`src/rtl/bootram_port_arbiter.sv`:
```
// ----------------------------------------------------------------------------
// bootram_port_arbiter
//
// Shares one read/write port of the 32-bit boot ROM/RAM between the host CPU
// (requester A) and the loader/OSD uploader (requester B). Requests are
// arbitrated round-robin, the RAM port is driven from registers, the one-cycle
// synchronous read latency is absorbed, and each access completes with a
// single-cycle acknowledge. While lock is high, CPU writes are acknowledged but
// never reach the RAM.
//
// Ports
//   clk, reset                  rising-edge clock, synchronous active-high reset
//   a_req/a_we/a_addr/a_d/a_bytesel   requester A access (held until a_ack)
//   a_q, a_ack                  A read data (held until next A ack), ack pulse
//   b_*                         same as A, for requester B
//   lock                        suppresses A writes while high
//   ram_addr/ram_d/ram_we/ram_bytesel  registered RAM port
//   ram_q                       RAM read data, valid one cycle after ram_addr
//   busy                        high whenever an access is in flight
// ----------------------------------------------------------------------------
module bootram_port_arbiter #(
    parameter int ADDR_WIDTH = 14,
    parameter int COL_WIDTH  = 8,
    parameter int NB_COL     = 4,
    localparam int DATA_WIDTH = COL_WIDTH * NB_COL
) (
    input  logic                  clk,
    input  logic                  reset,

    input  logic                  a_req,
    input  logic                  a_we,
    input  logic [ADDR_WIDTH-1:0] a_addr,
    input  logic [DATA_WIDTH-1:0] a_d,
    input  logic [NB_COL-1:0]     a_bytesel,
    output logic [DATA_WIDTH-1:0] a_q,
    output logic                  a_ack,

    input  logic                  b_req,
    input  logic                  b_we,
    input  logic [ADDR_WIDTH-1:0] b_addr,
    input  logic [DATA_WIDTH-1:0] b_d,
    input  logic [NB_COL-1:0]     b_bytesel,
    output logic [DATA_WIDTH-1:0] b_q,
    output logic                  b_ack,

    input  logic                  lock,

    output logic [ADDR_WIDTH-1:0] ram_addr,
    output logic [DATA_WIDTH-1:0] ram_d,
    output logic                  ram_we,
    output logic [NB_COL-1:0]     ram_bytesel,
    input  logic [DATA_WIDTH-1:0] ram_q,

    output logic                  busy
);

    typedef enum logic [1:0] {
        ST_IDLE  = 2'd0,
        ST_ISSUE = 2'd1,
        ST_DATA  = 2'd2
    } state_e;

    typedef enum logic {
        REQ_A = 1'b0,
        REQ_B = 1'b1
    } requester_e;

    state_e                  state_q, state_d;
    // The most recent winner doubles as the owner of the access in flight:
    // it is only updated in IDLE, so it is stable through ISSUE and DATA.
    requester_e              last_grant_q, last_grant_d;
    logic [ADDR_WIDTH-1:0]   ram_addr_q, ram_addr_d;
    logic [DATA_WIDTH-1:0]   ram_d_q, ram_d_d;
    logic                    ram_we_q, ram_we_d;
    logic [NB_COL-1:0]       ram_bytesel_q, ram_bytesel_d;
    logic [DATA_WIDTH-1:0]   a_q_q, a_q_d;
    logic [DATA_WIDTH-1:0]   b_q_q, b_q_d;
    logic                    a_ack_q, a_ack_d;
    logic                    b_ack_q, b_ack_d;
    logic                    busy_q, busy_d;
    logic                    pick_b;

    always_comb begin
        // NOTE: every signal gets a default before the case so that no path
        // leaves one unassigned, which would otherwise infer a latch.
        state_d       = state_q;
        last_grant_d  = last_grant_q;
        ram_addr_d    = ram_addr_q;
        ram_d_d       = ram_d_q;
        ram_we_d      = 1'b0;          // write strobe lasts the ISSUE cycle only
        ram_bytesel_d = ram_bytesel_q;
        a_q_d         = a_q_q;
        b_q_d         = b_q_q;
        a_ack_d       = 1'b0;
        b_ack_d       = 1'b0;
        pick_b        = 1'b0;

        unique case (state_q)
            ST_IDLE: begin
                if (a_req || b_req) begin
                    // On a tie the requester that did not win last time goes.
                    pick_b = b_req && (!a_req || (last_grant_q == REQ_A));
                    if (pick_b) begin
                        ram_addr_d    = b_addr;
                        ram_d_d       = b_d;
                        ram_bytesel_d = b_bytesel;
                        ram_we_d      = b_we;
                        last_grant_d  = REQ_B;
                    end else begin
                        ram_addr_d    = a_addr;
                        ram_d_d       = a_d;
                        ram_bytesel_d = a_bytesel;
                        // A locked image ignores CPU writes; the access still
                        // runs its course so the CPU sees a normal ack.
                        ram_we_d      = a_we && !lock;
                        last_grant_d  = REQ_A;
                    end
                    state_d = ST_ISSUE;
                end
            end
            ST_ISSUE: begin
                state_d = ST_DATA;
            end
            ST_DATA: begin
                if (last_grant_q == REQ_A) begin
                    a_q_d   = ram_q;
                    a_ack_d = 1'b1;
                end else begin
                    b_q_d   = ram_q;
                    b_ack_d = 1'b1;
                end
                state_d = ST_IDLE;
            end
            default: begin
                state_d = ST_IDLE;
            end
        endcase

        busy_d = (state_d != ST_IDLE);
    end

    always_ff @(posedge clk) begin
        // NOTE: state registers use non-blocking assignments so every flop
        // samples the pre-edge values regardless of statement order.
        if (reset) begin
            state_q       <= ST_IDLE;
            last_grant_q  <= REQ_B;
            ram_addr_q    <= '0;
            ram_d_q       <= '0;
            ram_we_q      <= 1'b0;
            ram_bytesel_q <= '0;
            a_q_q         <= '0;
            b_q_q         <= '0;
            a_ack_q       <= 1'b0;
            b_ack_q       <= 1'b0;
            busy_q        <= 1'b0;
        end else begin
            state_q       <= state_d;
            last_grant_q  <= last_grant_d;
            ram_addr_q    <= ram_addr_d;
            ram_d_q       <= ram_d_d;
            ram_we_q      <= ram_we_d;
            ram_bytesel_q <= ram_bytesel_d;
            a_q_q         <= a_q_d;
            b_q_q         <= b_q_d;
            a_ack_q       <= a_ack_d;
            b_ack_q       <= b_ack_d;
            busy_q        <= busy_d;
        end
    end

    assign ram_addr    = ram_addr_q;
    assign ram_d       = ram_d_q;
    assign ram_we      = ram_we_q;
    assign ram_bytesel = ram_bytesel_q;
    assign a_q         = a_q_q;
    assign b_q         = b_q_q;
    assign a_ack       = a_ack_q;
    assign b_ack       = b_ack_q;
    assign busy        = busy_q;

endmodule

```
`config.mk`:
```
export PLATFORM = sky130hd
export DESIGN_NAME = bootram_port_arbiter
export DESIGN_NICKNAME = d
export VERILOG_FILES = /design/src/rtl/bootram_port_arbiter.sv
export SDC_FILE = /design/constraint.sdc
export NUM_CORES = 1
export LEC_CHECK = 0
export ABC_AREA = 0
export BUFFER_PORTS_ARGS = -buffer_cell sky130_fd_sc_hd__buf_4
export CORE_MARGIN = 3
export CORE_UTILIZATION = 35
export CTS_BUF_LIST = sky130_fd_sc_hd__clkbuf_2 sky130_fd_sc_hd__clkbuf_4 sky130_fd_sc_hd__clkbuf_8
export DETAILED_ROUTE_END_ITERATION = 12
export GPL_TIMING_DRIVEN = 0
export HOLD_SLACK_MARGIN = 0.02
export PLACE_DENSITY = 0.65
export SLEW_MARGIN = 25
export SYNTH_ARGS = -nofsm -noshare
export SYNTH_HDL_FRONTEND = slang
export SYNTH_SLANG_ARGS = --single-unit
export TNS_END_PERCENT = 30
```
`constraint.sdc`:
```
create_clock -name clk -period 2 [get_ports clk]
set_input_delay 0.2 -clock clk [delete_from_list [all_inputs] [get_ports clk]]
set_output_delay 0.2 -clock clk [all_outputs]
set_load 0.05 [all_outputs]
```
==> results.py <==
metrics = {
    "outcome": {
        "status": "completed",
    },
    "sta": {
        "tightestPinTransition_ns": 0.574,
        "finalCritPeriodShare": 0.876,
        "slew_violations": 0,
        "hold_viol": 0,
        "max_slew_margin": 0.616,
        "finalSetupTns_ns": 0,
        "post-route-min-period_ns": 1.75,
        "max_freq_mhz": 571,
        "rsz0062_at_grt": "no",
        "worst_slack_ns": 0.248,
        "finalSetupViolCount": 0,
        "skew_ns": 0.00471,
    },
    "critical_path": {
        "cp_max_fo": 10,
        "ff2ff_path_depth": 4,
        "critical_path_required_ns": 2.33,
        "crit_type": "reg -> reg",
        "regToRegEndpoint": "ram_d[23]",
        "path_delay_family": "simple AND/OR/NAND/NOR gates",
        "r2r_slack_ns": 0.25,
        "arrival_ns": 2.08,
        "startpoint_type": "flip-flop",
        "worstSetupEndpointType": "flip-flop",
        "r2r-start": "state_q[0]",
        "cp.buffers_inverters": 1,
        "cp_slowest_cell": "nor2_1",
        "crit_path_max_incr_delay_ns": 0.48,
        "crit_start": "state_q[0]",
        "crit_chain": "nor2_1 > clkbuf_1 > a21oi_1 > a311oi_1",
    },
    "floorplanning": {
        "start_util": 0.367,
        "ios": 257,
        "coreArea_um2": 12900,
        "die_y_um": 122,
        "die-area_um2": 15000,
        "rows": 41,
        "die_x_um": 122,
    },
    "clocking": {
        "root_buffer": "clkbuf_8",
        "path_clk_slew_ns": 0.07,
        "ctsHtreeMaxLevel": 4,
        "cts_inserted_buffers": 17,
        "cts.sinks": 121,
        "cts_setup_buffers": 0,
        "cts_buffer_depth": 2,
        "tritoncts": "built",
        "clk_latency_ns": 0.43,
    },
    "power_and_ir_drop": {
        "ir_drop_mv": 0.435,
        "power_w": 0.00654,
        "cellPowerDensity_nw_per_um2": 830,
        "total_leakage_power_nw": 3.43,
    },
    "global_route": {
        "grt-busiest-layer": "met2",
        "met1_usage": 0.235,
        "grt_start_max_net_pins": 17,
        "grt_pass1_vias": 5448,
        "use_met3": 0.0848,
        "overflow": 0,
        "grt_pass1_wl_um": 26200,
        "grt.total_usage": 0.223,
        "grt_use_met2": 0.401,
        "antenna_found_initial": 0,
    },
    "job": {
        "cap_violations": 0,
    },
    "synth": {
        "synth_area_leader_cell": "dfxtp_1",
        "synth_area_leaders": "dfxtp_1, nand2_1, a21oi_1",
        "avgSynthCellArea_um2": 8.06,
        "syn_nets": 728,
        "ys_seq_area_frac": 0.510,
        "synth_warnings": 0,
        "ys_types": 23,
        "postSynthCellCount": 589,
        "synth.top_cell.area_share": 0.510,
        "ys_seq_elements": 121,
        "netlist_area_um2": 4750,
    },
    "min_path": {
        "whs_path_depth": 3,
        "hold_class": "in -> reg",
        "hold_start": "a_d[15]",
        "hold_end": "ram_d[15]",
    },
    "place": {
        "dp_slack_ns": 0.233,
        "port_buffers": 256,
        "gp_congestion": 0.903,
        "place_area_um2": 6890,
        "dpl.hpwl_um": 12800,
    },
    "cells_and_area": {
        "drive_above_1_share": 0.340,
        "final_common_cell": "buf_4",
        "utilization": 0.610,
        "final_area_um2": 7880,
        "synthToLayoutAreaGrowth_pct": 65.9,
        "nNetsFinal": 1063,
        "fillers": 1187,
        "final_cell_mix": "buf_4, nand2_1, dfxtp_1",
        "antenna_cells": 0,
    },
    "drt": {
        "firstDrtPassIters": 5,
        "ant_nets": 0,
        "wl_per_cell_um": 15.6,
        "vias_per_cell": 4.93,
        "routed_wl_um": 17300,
        "drt_iter0_markers": 237,
        "vias": 5469,
        "drc": 0,
    },
}
## cell usage after synthesis (all sizes together)
cell type    n
and3         1
a211o        1
o21bai       1
a21boi       1
a21oi      114
nor2         4
nand2      230
a311oi      50
nor3b        2
nand3b       2
dfxtp      121
or3b         1
or2          1
and3b        1
clkbuf      34
a211oi       1
a21bo        1
and2         1
buf         22
## stage by stage
| stage | hold slack (ns) | cells |
|---|---|---|
| after floorplan | 0.284 | 589 |
| after global placement | 0.399 | 1017 |
| after detailed placement | 0.406 | 1017 |
| after CTS | 0.0200 | 1109 |
| after global routing | 0.0228 | 1109 |
| final | 0.0454 | 1109 |
## cell type report
cell class,count,area [µm²],area share
multi-input combinational,412,2030,0.258
clock inverter,8,95.1,0.0121
clock buffer,24,299,0.0379
timing repair buffer,316,2520,0.320
buffer,56,297,0.0376
tap,172,215,0.0273
sequential,121,2420,0.307
## logic make-up after synthesis
kind of cell           Yosys count  share of synthesized area
and+or+nand+nor                243                      0.200
AOI/OAI and AO/OA              169                      0.227
DFF                            121                      0.510
buffers and inverters           56                     0.0624
## worst register-to-register path: stages, from the launching register on
cell and delay, ns:
dfxtp_1 0.35, nor2_1 0.48, clkbuf_1 0.42, a21oi_1 0.12, a311oi_1 0.28
## what timing repair did
| action | in CTS | in global routing |
|---|---|---|
| hold endpoints to repair | 78 | 0 |
| resized for setup | 0 | 0 |
| hold buffers | 60 | 0 |
## layer usage
metal  wire length [µm]  vias to the layer above
met4                327                        0
met1               6630                     2518
met3               1680                       26
li1                   -                     2689
met2               8670                      236
met5                  0                        -
## report_power, final
part           leakage (nW)  total [W]  switching (W)  internal [W]
sequential            0.990    0.00266      0.0000922       0.00257
combinational          2.24    0.00171        0.00106      0.000659
clock                 0.204    0.00216       0.000930       0.00123
total                  3.43    0.00654        0.00208       0.00446
## worst max path at each step
| stage | to | slack (ns) | cells past startpoint |
|---|---|---|---|
| final | ram_d[23] | 0.25 | 4 |
| after global routing | ram_d[21] | 0.02 | 4 |
| after CTS | ram_d[23] | 0.22 | 4 |
| after detailed placement | ram_d[23] | 0.23 | 4 |
| after global placement | ram_bytesel[0] | 0.28 | 4 |
| after floorplan | a_q[10] | 0.60 | 6 |
## state kept, by name, indices dropped and copies added, names as in the netlist, 2 cells and up
register / count
ram_addr: 14
b_q: 32
ram_d: 32
ram_bytesel: 4
a_q: 32
state_q: 2
Power figures use the tool's default switching activity.
